[config.mk]
export PLATFORM = sky130hd
export DESIGN_NAME = divided_clk_period_meter
export DESIGN_NICKNAME = d
export VERILOG_FILES = /design/src/rtl/divided_clk_period_meter.sv
export SDC_FILE = /design/constraint.sdc
export NUM_CORES = 1
export LEC_CHECK = 0
export CAP_MARGIN = 10
export CORE_MARGIN = 8
export CORE_UTILIZATION = 35
export CTS_BUF_LIST = sky130_fd_sc_hd__clkbuf_16
export DETAILED_ROUTE_END_ITERATION = 8
export DONT_BUFFER_PORTS = 1
export GPL_TIMING_DRIVEN = 0
export PLACE_DENSITY = 0.57
export SYNTH_ARGS = -nofsm -noshare
export SYNTH_HDL_FRONTEND = slang
export SYNTH_SLANG_ARGS = --single-unit
[constraint.sdc]
create_clock -name inclk -period 7.05 [get_ports inclk]
set_input_delay 1.0575 -clock inclk [delete_from_list [all_inputs] [get_ports inclk]]
set_output_delay 1.0575 -clock inclk [all_outputs]
set_load 0.02 [all_outputs]
[src/rtl/divided_clk_period_meter.sv]
// rtl/divided_clk_period_meter.sv - half-period meter reporting div_clk_count encoding
// Optional MEAS_MATCH_EN adds expected_count/match compare ports.
module divided_clk_period_meter #(
   parameter int          SYNC_STAGES    = 2,
   parameter logic [31:0] TIMEOUT_CYCLES = 32'd50_000_000,
   parameter logic [31:0] LOCK_TOL       = 32'd1,
   parameter logic [31:0] MATCH_TOL      = 32'd2
) (
   input  logic        inclk,
   input  logic        Reset,
   input  logic        sig_in,
`ifdef MEAS_MATCH_EN
   input  logic [31:0] expected_count,
   output logic        match,
`endif
   output logic [31:0] half_period_count,
   output logic        meas_valid,
   output logic        locked,
   output logic        timeout
);

   typedef enum logic [1:0] {
      WAIT_EDGE = 2'd0,
      MEASURE   = 2'd1,
      TIMED_OUT = 2'd2
   } state_t;

   state_t                 state_q, state_d;
   logic [SYNC_STAGES-1:0] sync_q;
   logic                   prev_q;
   logic                   sync_out;
   logic                   edge_det;
   logic [31:0]            cnt_q;
   logic [31:0]            prev_cap_q;
   logic                   has_prev_q;
   logic [31:0]            lock_diff;
   logic                   capture;
   logic                   clear_cnt;
   logic                   enter_to;

   assign sync_out  = sync_q[SYNC_STAGES-1];
   assign edge_det  = sync_out ^ prev_q;
   assign lock_diff = (cnt_q >= prev_cap_q) ? (cnt_q - prev_cap_q) : (prev_cap_q - cnt_q);

   always_ff @(posedge inclk or negedge Reset) begin
      if (!Reset) begin
         sync_q <= '0;
         prev_q <= 1'b0;
      end else begin
         sync_q <= {sync_q[SYNC_STAGES-2:0], sig_in};
         prev_q <= sync_out;
      end
   end

   always_ff @(posedge inclk or negedge Reset) begin
      if (!Reset) state_q <= WAIT_EDGE;
      else        state_q <= state_d;
   end

   // An edge in the same cycle as cnt==TIMEOUT_CYCLES is captured, not timed out.
   always_comb begin
      state_d   = state_q;
      capture   = 1'b0;
      clear_cnt = 1'b0;
      enter_to  = 1'b0;
      case (state_q)
         WAIT_EDGE: begin
            if (edge_det) begin
               clear_cnt = 1'b1;
               state_d   = MEASURE;
            end
         end
         MEASURE: begin
            if (edge_det) begin
               capture = 1'b1;
            end else if (cnt_q == TIMEOUT_CYCLES) begin
               enter_to = 1'b1;
               state_d  = TIMED_OUT;
            end
         end
         TIMED_OUT: begin
            if (edge_det) begin
               clear_cnt = 1'b1;
               state_d   = MEASURE;
            end
         end
         default: state_d = WAIT_EDGE;
      endcase
   end

   always_ff @(posedge inclk or negedge Reset) begin
      if (!Reset) begin
         cnt_q             <= '0;
         half_period_count <= '0;
         prev_cap_q        <= '0;
         has_prev_q        <= 1'b0;
         meas_valid        <= 1'b0;
         locked            <= 1'b0;
         timeout           <= 1'b0;
      end else begin
         meas_valid <= capture;
         if (capture || clear_cnt) begin
            cnt_q <= '0;
         end else if (state_q == MEASURE && !enter_to) begin
            cnt_q <= cnt_q + 32'd1;
         end
         if (capture) begin
            half_period_count <= cnt_q;
            prev_cap_q        <= cnt_q;
            has_prev_q        <= 1'b1;
            locked            <= has_prev_q && (lock_diff <= LOCK_TOL);
         end
         // Entering MEASURE discards history so the first capture never locks.
         if (clear_cnt) begin
            has_prev_q <= 1'b0;
            timeout    <= 1'b0;
         end
         if (enter_to) begin
            timeout <= 1'b1;
            locked  <= 1'b0;
         end
      end
   end

`ifdef MEAS_MATCH_EN
   logic [31:0] match_diff;
   assign match_diff = (cnt_q >= expected_count) ? (cnt_q - expected_count)
                                                 : (expected_count - cnt_q);

   always_ff @(posedge inclk or negedge Reset) begin
      if (!Reset) begin
         match <= 1'b0;
      end else if (capture) begin
         match <= (match_diff <= MATCH_TOL);
      end else if (enter_to) begin
         match <= 1'b0;
      end
   end
`endif

endmodule

## Yosys cells after proc, flatten, opt, wreduce, memory -nomap -nowiden

Index checks and enable logic that the tools add are counted.
Widths: inputs -> output; s select.

| storage, ports and cells | value |
|---|---|
| register bits | 73 |
| output and inout bits | 35 |
| logic and storage cells | 51 |
| input port bits | 3 |

| operators by class | value |
|---|---|
| equal/unequal tests | 6 |
| bitwise operators | 1 |
| muxes and demuxes | 19 |
| add/sub/neg operators | 3 |
| order comparisons | 2 |
| reductions and logical operators | 11 |

Operator list:

| operator | number |
|---|---|
| $mux 32 | 3 |
| $sub 32x32->32 | 2 |
| $add 32x1->32 const B | 1 |
| $eq 32x26->1 const B | 1 |
| $ge 32x32->1 | 1 |
| $le 32x1->1 const B | 1 |
| $mux 1 | 12 |
| $reduce_bool 2->1 | 4 |
| $mux 2 | 3 |
| $ne 2x2->1 const B | 2 |
| $pmux 2 s2 | 1 |
| $reduce_and 3->1 | 1 |
| $eq 2x1->1 const B | 1 |
| $eq 2x2->1 const B | 1 |
| $logic_and 1x1->1 | 2 |
| $logic_not 2->1 | 1 |
| $ne 2x1->1 const B | 1 |
| $reduce_or 2->1 | 1 |
| $logic_not 1->1 | 1 |
| $logic_or 1x1->1 | 1 |
| $xor 1x1->1 | 1 |

## Depth between registers and ports, before layout

Gate-level depths: netlist (run 1).

| depth | value |
|---|---|
| depth after elaboration | 8 |
| depth in mapped cells | 16 |
| gate-level depth less buffers | 15 |

## Worst setup path before layout (run 1)

Ideal clock, no wire load.

| timing path | value |
|---|---|
| kind | reg2reg |
| start | register cnt_q[0] |
| end | register locked |
| path buffers | 0 |
| setup slack | 3820 ps |
| arrival time | 3138 ps |
| library setup time | 92 ps |
| clock period less this slack | 3230 ps |
| required time | 6958 ps |
| stages on the path, launching flop included | 16 |
| cells stage by stage | dfrtp_1 -> inv_1 -> ha_1 -> inv_1 -> fa_1 -> a211oi_1 -> nor2_1 -> o211ai_2 -> a31oi_2 -> nor3_1 -> nor3_1 -> a311o_1 -> nor4_2 -> o2111a_1 -> nand4_1 -> o31ai_2 |

| between the ends | value |
|---|---|
| longest elaborated chain between the ends | 6 |
| elaborated cells on any way between the ends | 13 |
| those cells by class | add/sub (2); order compare (2); eq/ne (1); mux (6); reduce/logical (2) |

Ends and longest elaborated chain:

| element | line | text |
|---|---|---|
| start: declaration | 33 | `logic [31:0] cnt_q;` |
| start signal: assignment | 105 | `cnt_q <= cnt_q + 32'd1;` |
| $sub 32x32->32 / $ge 32x32->1 (equally long branches) | 43 | `assign lock_diff = (cnt_q >= prev_cap_q) ? (cnt_q - prev_cap_q) : (prev_cap_q - cnt_q);` |
| $mux 32 | 43 |  |
| $le 32x1->1 | 111 | `locked <= has_prev_q && (lock_diff <= LOCK_TOL);` |
| $logic_and 1x1->1 | 111 |  |
| $mux 1 | 107 | `if (capture) begin` |
| $mux 1 | 118 | `if (enter_to) begin` |
| end signal: assignment | 111 |  |
| end: declaration | 18 | `output logic locked,` |

Parallel ways exist; a longest one is shown, timed or not. The select of a mux whose other input is x is not followed.
A chain may end at the register's enable or synchronous reset.

## Final worst setup path (run 1)

| timing path | value |
|---|---|
| start | register prev_cap_q[25] |
| end | register locked |

| between the ends | value |
|---|---|
| longest elaborated chain between the ends | 6 |
| elaborated cells on any way between the ends | 8 |
| those cells by class | add/sub (2); order compare (2); mux (3); reduce/logical (1) |

Ends and longest elaborated chain:

| element | line | text |
|---|---|---|
| start: declaration | 34 | `logic [31:0] prev_cap_q;` |
| start signal: assignment | 109 | `prev_cap_q <= cnt_q;` |
| $sub 32x32->32 / $ge 32x32->1 (equally long branches) | 43 |  |
| $mux 32 (*) | 43 |  |
| $le 32x1->1 (*) | 111 |  |
| $logic_and 1x1->1 (*) | 111 |  |
| $mux 1 (*) | 107 |  |
| $mux 1 (*) | 118 |  |

Every way passes the cells marked *; elsewhere a longest branch is shown, timed or not. The select of a mux whose other input is x is not followed.

==> results.sh, run 1 <==
export IMPL_outcome="finished clean"
export IMPL_fmax_mhz=244
export IMPL_drt_pass1_iterations=5
export IMPL_crit_type="flip-flop to flip-flop"
export IMPL_boundaryPins=38
export IMPL_cts_buffer_depth=2
export IMPL_routed_wl_mm=23.0
export IMPL_finalSetupViolCount=0
export IMPL_tightest_slew_ns=1.02
export IMPL_cts_tree="built"
export IMPL_final_min_clock_period_ns=4.10
export IMPL_hold_path_class="flip-flop to flip-flop"
export IMPL_ir_drop_mv=0.115
export IMPL_stdcell_count=1187
export IMPL_numPlacedInstances=1171
export IMPL_worstPathRequired_ns=7.30
export IMPL_powerDensity_mw_per_mm2=304
export IMPL_grt_start_max_net_pins=74
export IMPL_max_cap_viol_count=0
export IMPL_p_int_uw=1260
export IMPL_avgSynthCellArea_um2=7.64
export IMPL_cts_buffers=9
export IMPL_cts_reportedPaths_clkPinSlew_ns=0.06
export IMPL_cts_root_buf="clkbuf_16"
export IMPL_syn_nets=976
export IMPL_gr_total_overflow=0
export IMPL_h_tree_depth=3
export IMPL_ys_async_sr_fraction_pct=100
export IMPL_finalHoldViolations=0
export IMPL_p_comb_share_pct=59.6
export IMPL_vias=6791
export IMPL_synth_area_mm2=0.00693
export IMPL_fillers=2033
export IMPL_antenna_found_initial=0
export IMPL_numPortBuffers=0
export IMPL_rsz0062_at_grt="no"
export IMPL_final_cell_mix="99 x nand2_1, 83 x nor2_1, 81 x inv_1"
export IMPL_fin_crit_sh_pct=58.1
export IMPL_nets=987
export IMPL_drc=0
export IMPL_cts_resized=0
export IMPL_vias_per_cell=5.72
export IMPL_grt_pass1_vias=6366
export IMPL_cts_setup_buffers=0
export IMPL_cts_hold_buf=0
export IMPL_stdcell_area_mm2=0.00755
export IMPL_p_leak_uw=0.00333
export IMPL_maxSlewHeadroom_pct=31.1
export IMPL_die_area_mm2=0.0245
export IMPL_p_total_uw=2300
export IMPL_slew_viol_final=0
export IMPL_die_height_um=157
export IMPL_fin_tns_setup_ns=0
export IMPL_ys_types=73
export IMPL_skew_ns=0.00707
export IMPL_cp_max_fo=10
export IMPL_synth_cells=906
export IMPL_yosysWarningCount=0
export IMPL_switching_power_uw=1030
export IMPL_ys_flop_type="dfrtp_1"
export IMPL_grt_usage_pct=18.8
export IMPL_routedWlPerCell_um=19.4
export IMPL_place_area_mm2=0.00726
export IMPL_dp_hpwl_mm=18.5
export IMPL_syn2layout_area_growth_pct=9.05
export IMPL_place_gp_congestion=0.926
export IMPL_ant_nets=0
export IMPL_crit_path_end_kind="flip-flop"
export IMPL_core_mm2=0.0195
export IMPL_crit_arrival_ns=4.35
export IMPL_diodes=0
export IMPL_p_sw_share_pct=45.0
export IMPL_drtIter0Drc=582
export IMPL_start_util_pct=35.6
export IMPL_clockPowerShare_pct=20.0
export IMPL_clock_latency_ns=0.33
export IMPL_seq_power_share_pct=20.4
export IMPL_clock_sinks=73
export IMPL_die_w_um=157
export IMPL_synth_edf_count=0
export IMPL_std_cell_rows=51
export IMPL_grt_pass1_wl_mm=36.3
export IMPL_worstSetupStartpointType="flip-flop"
export IMPL_ys_ff_latch=73
export IMPL_seq_area_frac_synth_pct=26.4
export IMPL_drive_gt1_share_pct=7.05
export IMPL_layout_commonest_cell="nand2_1"
[cells by family (layout without fill, tap and decap cells)]
logic type               count (synthesis)  after routing  synth area share [%]
AND/OR/NAND/NOR                        311            311                  21.2
flip-flops                              73             73                  26.4
buffers and inverters                  124            140                  7.41
adder cells (fa/ha/maj)                 67             67                  12.3
AO/OA/AOI/OAI                          285            285                  26.8
XOR/XNOR                                42             42                  5.31
multiplexers                             4              4                 0.596
[path summary, 6_finish.rpt]
| check | start | to | slack [ns] | cells past startpoint |
|---|---|---|---|---|
| worst max-delay path | prev_cap_q[25] | locked | 2.95 | 15 |
| worst min-delay path | sync_q[0] | sync_q[1] | 0.35 | 0 |
| worst max register to register | prev_cap_q[25] | locked | 2.95 | 15 |
| worst min register to register | sync_q[0] | sync_q[1] | 0.35 | 0 |
| max in group asynchronous | Reset | cnt_q[23] | 6.50 | 0 |
| min in group asynchronous | Reset | cnt_q[3] | 0.41 | 0 |
[power by group through the flow]
| stage | Clock [µW] | Sequential [µW] | Combinational, µW |
|---|---|---|---|
| 3_5_place_dp | 0 | 477 | 1330 |
| 3_3_place_gp | 0 | 476 | 1340 |
| 2_1_floorplan | 0 | 468 | 1020 |
| 5_1_grt | 485 | 471 | 1480 |
| 6_report | 460 | 469 | 1370 |
| 4_1_cts | 469 | 469 | 1340 |
[worst max-delay path: stages (launching register included)]
cell,delay (ns)
dfrtp_1,0.50
inv_1,0.11
ha_1,0.29
buf_2,0.23
a21oi_1,0.11
o21ai_1,0.43
nor2b_1,0.17
o31ai_2,0.51
nor2_1,0.13
buf_2,0.24
a2111oi_0,0.57
o21ai_1,0.16
o21ai_0,0.11
mux2_2,0.17
nand4_1,0.10
o31ai_2,0.19
[state kept, by name, summed over array words and instances (netlist names)]
register / flops
prev_q: 1
state_q: 2
timeout: 1
sync_q: 2
has_prev_q: 1
prev_cap_q: 32
cnt_q: 32
meas_valid: 1
locked: 1
[layout make-up]
cell class	count	area (µm²)	share of cell area [%]
multi-input cells	709	4590	60.7
flip-flops and latches	73	1830	24.2
well taps	265	332	4.39
inverters	84	315	4.17
clock buffers	9	225	2.98
plain buffers	40	198	2.62
clock inverters	7	70.1	0.928
[synthesized netlist by cell type, types with 8 or more instances]
library cell | number | area share [%]
a21o_1 | 16 | 1.7
inv_1 | 81 | 4.4
or3_1 | 8 | 0.72
a21oi_1 | 77 | 5.6
nor2_1 | 83 | 4.5
nand3_1 | 23 | 1.7
dfrtp_1 | 73 | 26
a2111oi_0 | 8 | 1.0
o21ai_0 | 80 | 5.8
o21ai_1 | 8 | 0.58
xnor2_1 | 31 | 3.9
a211oi_1 | 10 | 1.1
nor4_1 | 15 | 1.4
ha_1 | 65 | 12
nor3_1 | 22 | 1.6
o21a_1 | 17 | 1.8
clkbuf_1 | 15 | 0.81
buf_2 | 20 | 1.4
nand4_1 | 25 | 2.3
xor2_1 | 11 | 1.4
nand2_1 | 99 | 5.4
o211ai_1 | 10 | 1.1
[layer usage]
metal  up-vias  GRT usage (%)  share of wire, %
met4         0           7.32               2.6
met2       222           29.4                45
met3        36           2.73               5.1
met1      3287           25.6                47
li1       3246              -                 -
met5         -              0                 0
[per-stage QoR]
step / util, % / setup slack [ns] / hold WS [ns]
6_report: 38.8 / 2.95 / 0.348
3_3_place_gp: 37.3 / 3.06 / 0.334
2_1_floorplan: - / 3.82 / 0.331
4_1_cts: 38.8 / 3.06 / 0.351
3_5_place_dp: 37.3 / 3.08 / 0.337
5_1_grt: 38.8 / 2.64 / 0.357
Power figures use the tool's default switching activity.
==> run 2, diff against run 1 <==
clock period = 4.2 ns   (was 7.05 ns; I/O delays follow)
==> run 2 against run 1 <==
Critical path depth decreased by 1. Sequential share of layout area decreased by 0.19 points. Sequential power increased by 68%. Setup slack got worse by 2.7 ns. Critical endpoint unchanged. Largest cell class unchanged.
==> results.sh, run 2 (same netlist as run 1, synthesis figures left out) <==
export IMPL_outcome="finished clean"
export IMPL_rsz0062_at_grt="no"
export IMPL_crit_type="flip-flop to flip-flop"
export IMPL_numPortBuffers=0
export IMPL_layout_commonest_cell="nand2_1"
export IMPL_die_w_um=157
export IMPL_hold_path_class="input port to async pin"
export IMPL_p_total_uw=3900
export IMPL_ir_drop_mv=0.192
export IMPL_boundaryPins=38
export IMPL_place_gp_congestion=0.926
export IMPL_hold_ws_ns=0.167
export IMPL_antenna_found_initial=0
export IMPL_fillers=2027
export IMPL_powerDensity_mw_per_mm2=512
export IMPL_drtIter0Drc=579
export IMPL_ant_nets=0
export IMPL_drt_pass1_iterations=5
export IMPL_final_min_clock_period_ns=3.99
export IMPL_routedWlPerCell_um=19.3
export IMPL_p_leak_uw=0.00335
export IMPL_vias=6751
export IMPL_grt_pass1_wl_mm=36.3
export IMPL_vias_per_cell=5.68
export IMPL_reg_largest_list="cnt_q x32, prev_cap_q x32"
export IMPL_routed_wl_mm=22.9
export IMPL_core_mm2=0.0195
export IMPL_skew_ns=0.00773
export IMPL_h_tree_depth=3
export IMPL_worstSetupStartpointType="flip-flop"
export IMPL_grt_pass1_vias=6374
export IMPL_cp_slowest_cell="a211oi_1"
export IMPL_cts_root_buf="clkbuf_16"
export IMPL_cts_reportedPaths_clkPinSlew_ns=0.06
export IMPL_grt_start_max_net_pins=74
export IMPL_p_sw_share_pct=45.1
export IMPL_clockPowerShare_pct=19.8
export IMPL_seq_power_share_pct=20.2
export IMPL_die_height_um=157
export IMPL_finalSetupViolCount=0
export IMPL_cts_setup_buffers=0
export IMPL_fmax_mhz=251
export IMPL_std_cell_rows=51
export IMPL_critical_path_top_delay_family="compound AO/OA/AOI/OAI gates"
export IMPL_grt_usage_pct=18.8
export IMPL_start_util_pct=35.6
export IMPL_cts_tree="built"
export IMPL_fin_crit_sh_pct=94.9
export IMPL_path_depth=14
export IMPL_finalHoldViolations=0
export IMPL_max_cap_viol_count=0
export IMPL_clock_sinks=73
export IMPL_cp_slowest_stage_delay_ns=0.64
export IMPL_cp_max_fo=10
export IMPL_worstPathRequired_ns=4.45
export IMPL_crit_buf_inv=2
export IMPL_crit_arrival_ns=4.24
export IMPL_crit_path_end_kind="flip-flop"
export IMPL_drive_gt1_share_pct=7.48
export IMPL_reg2reg_depth=14
export IMPL_clock_latency_ns=0.33
export IMPL_cp_cell_sequence="inv_1 > ha_1 > buf_2 > a21oi_1 > nor2_1 > a211oi_1 > o31ai_4 > nor4_1 > or4_1 > o2111a_1 > nand4_1 > nor4_1 > nand4_1 > o31ai_2"
export IMPL_slew_viol_final=0
export IMPL_final_cell_mix="99 x nand2_1, 83 x nor2_1, 81 x inv_1"
export IMPL_cts_buffer_depth=2
export IMPL_dp_hpwl_mm=18.5
export IMPL_gr_total_overflow=0
export IMPL_maxSlewHeadroom_pct=30.4
export IMPL_syn2layout_area_growth_pct=9.90
export IMPL_switching_power_uw=1760
export IMPL_drc=0
export IMPL_cts_buffers=9
export IMPL_tightest_slew_ns=1.04
export IMPL_die_area_mm2=0.0245
export IMPL_p_int_uw=2140
export IMPL_diodes=0
export IMPL_nets=988
export IMPL_p_comb_share_pct=60.0
export IMPL_fin_tns_setup_ns=0
-- run 2: final timing paths --
| check | start | to | slack, ns |
|---|---|---|---|
| min in group inclk | sig_in | sync_q[0] | 0.32 |
| max | prev_cap_q[29] | locked | 0.21 |
| min reg2reg | sync_q[0] | sync_q[1] | 0.35 |
| min | Reset | cnt_q[3] | 0.17 |
| max reg2reg | prev_cap_q[29] | locked | 0.21 |
| max in group asynchronous | Reset | cnt_q[23] | 3.70 |
-- run 2: cell type report --
class                   count  area, µm²  share of cell area (%)
plain buffers              40        199                    2.61
clock inverters             7       70.1                   0.921
inverters                  84        315                    4.14
multi-input cells         709       4620                    60.6
well taps                 265        332                    4.36
repair buffers              1       27.5                   0.362
clock buffers               9        225                    2.96
flip-flops and latches     73       1830                    24.0
-- run 2: timing repair --
action / 4_1_cts / 5_1_grt
hold endpoints to repair: 73 / 0
hold buffers: 1 / 0
endpoints found under the setup margin: 0 / 1
gates resized for setup: 0 / 7
-- run 2: power by group through the flow --
stage               Clock [µW]  Sequential, µW  Combinational (µW)
finish                     771             787                2340
CTS                        787             787                2270
floorplan                    0             785                1720
global route               815             790                2530
global placement             0             800                2240
detailed placement           0             800                2230
-- run 2: stage by stage --
step	setup WS [ns]	utilization (%)	instances	area, µm²
6_report	0.212	39.1	1188	7610
5_1_grt	0.0164	39.1	1188	7610
4_1_cts	0.211	38.9	1188	7580
3_5_place_dp	0.232	37.3	1171	7260
3_3_place_gp	0.211	37.3	1171	7260
2_1_floorplan	0.970	-	906	6930
-- run 2: routing by layer --
layer,vias up,part of all wire (%),GRT usage [%]
met3,39,5.0,2.73
met5,-,0,0
met2,193,45,29.5
met1,3266,48,25.5
li1,3253,-,-
met4,0,2.7,7.32
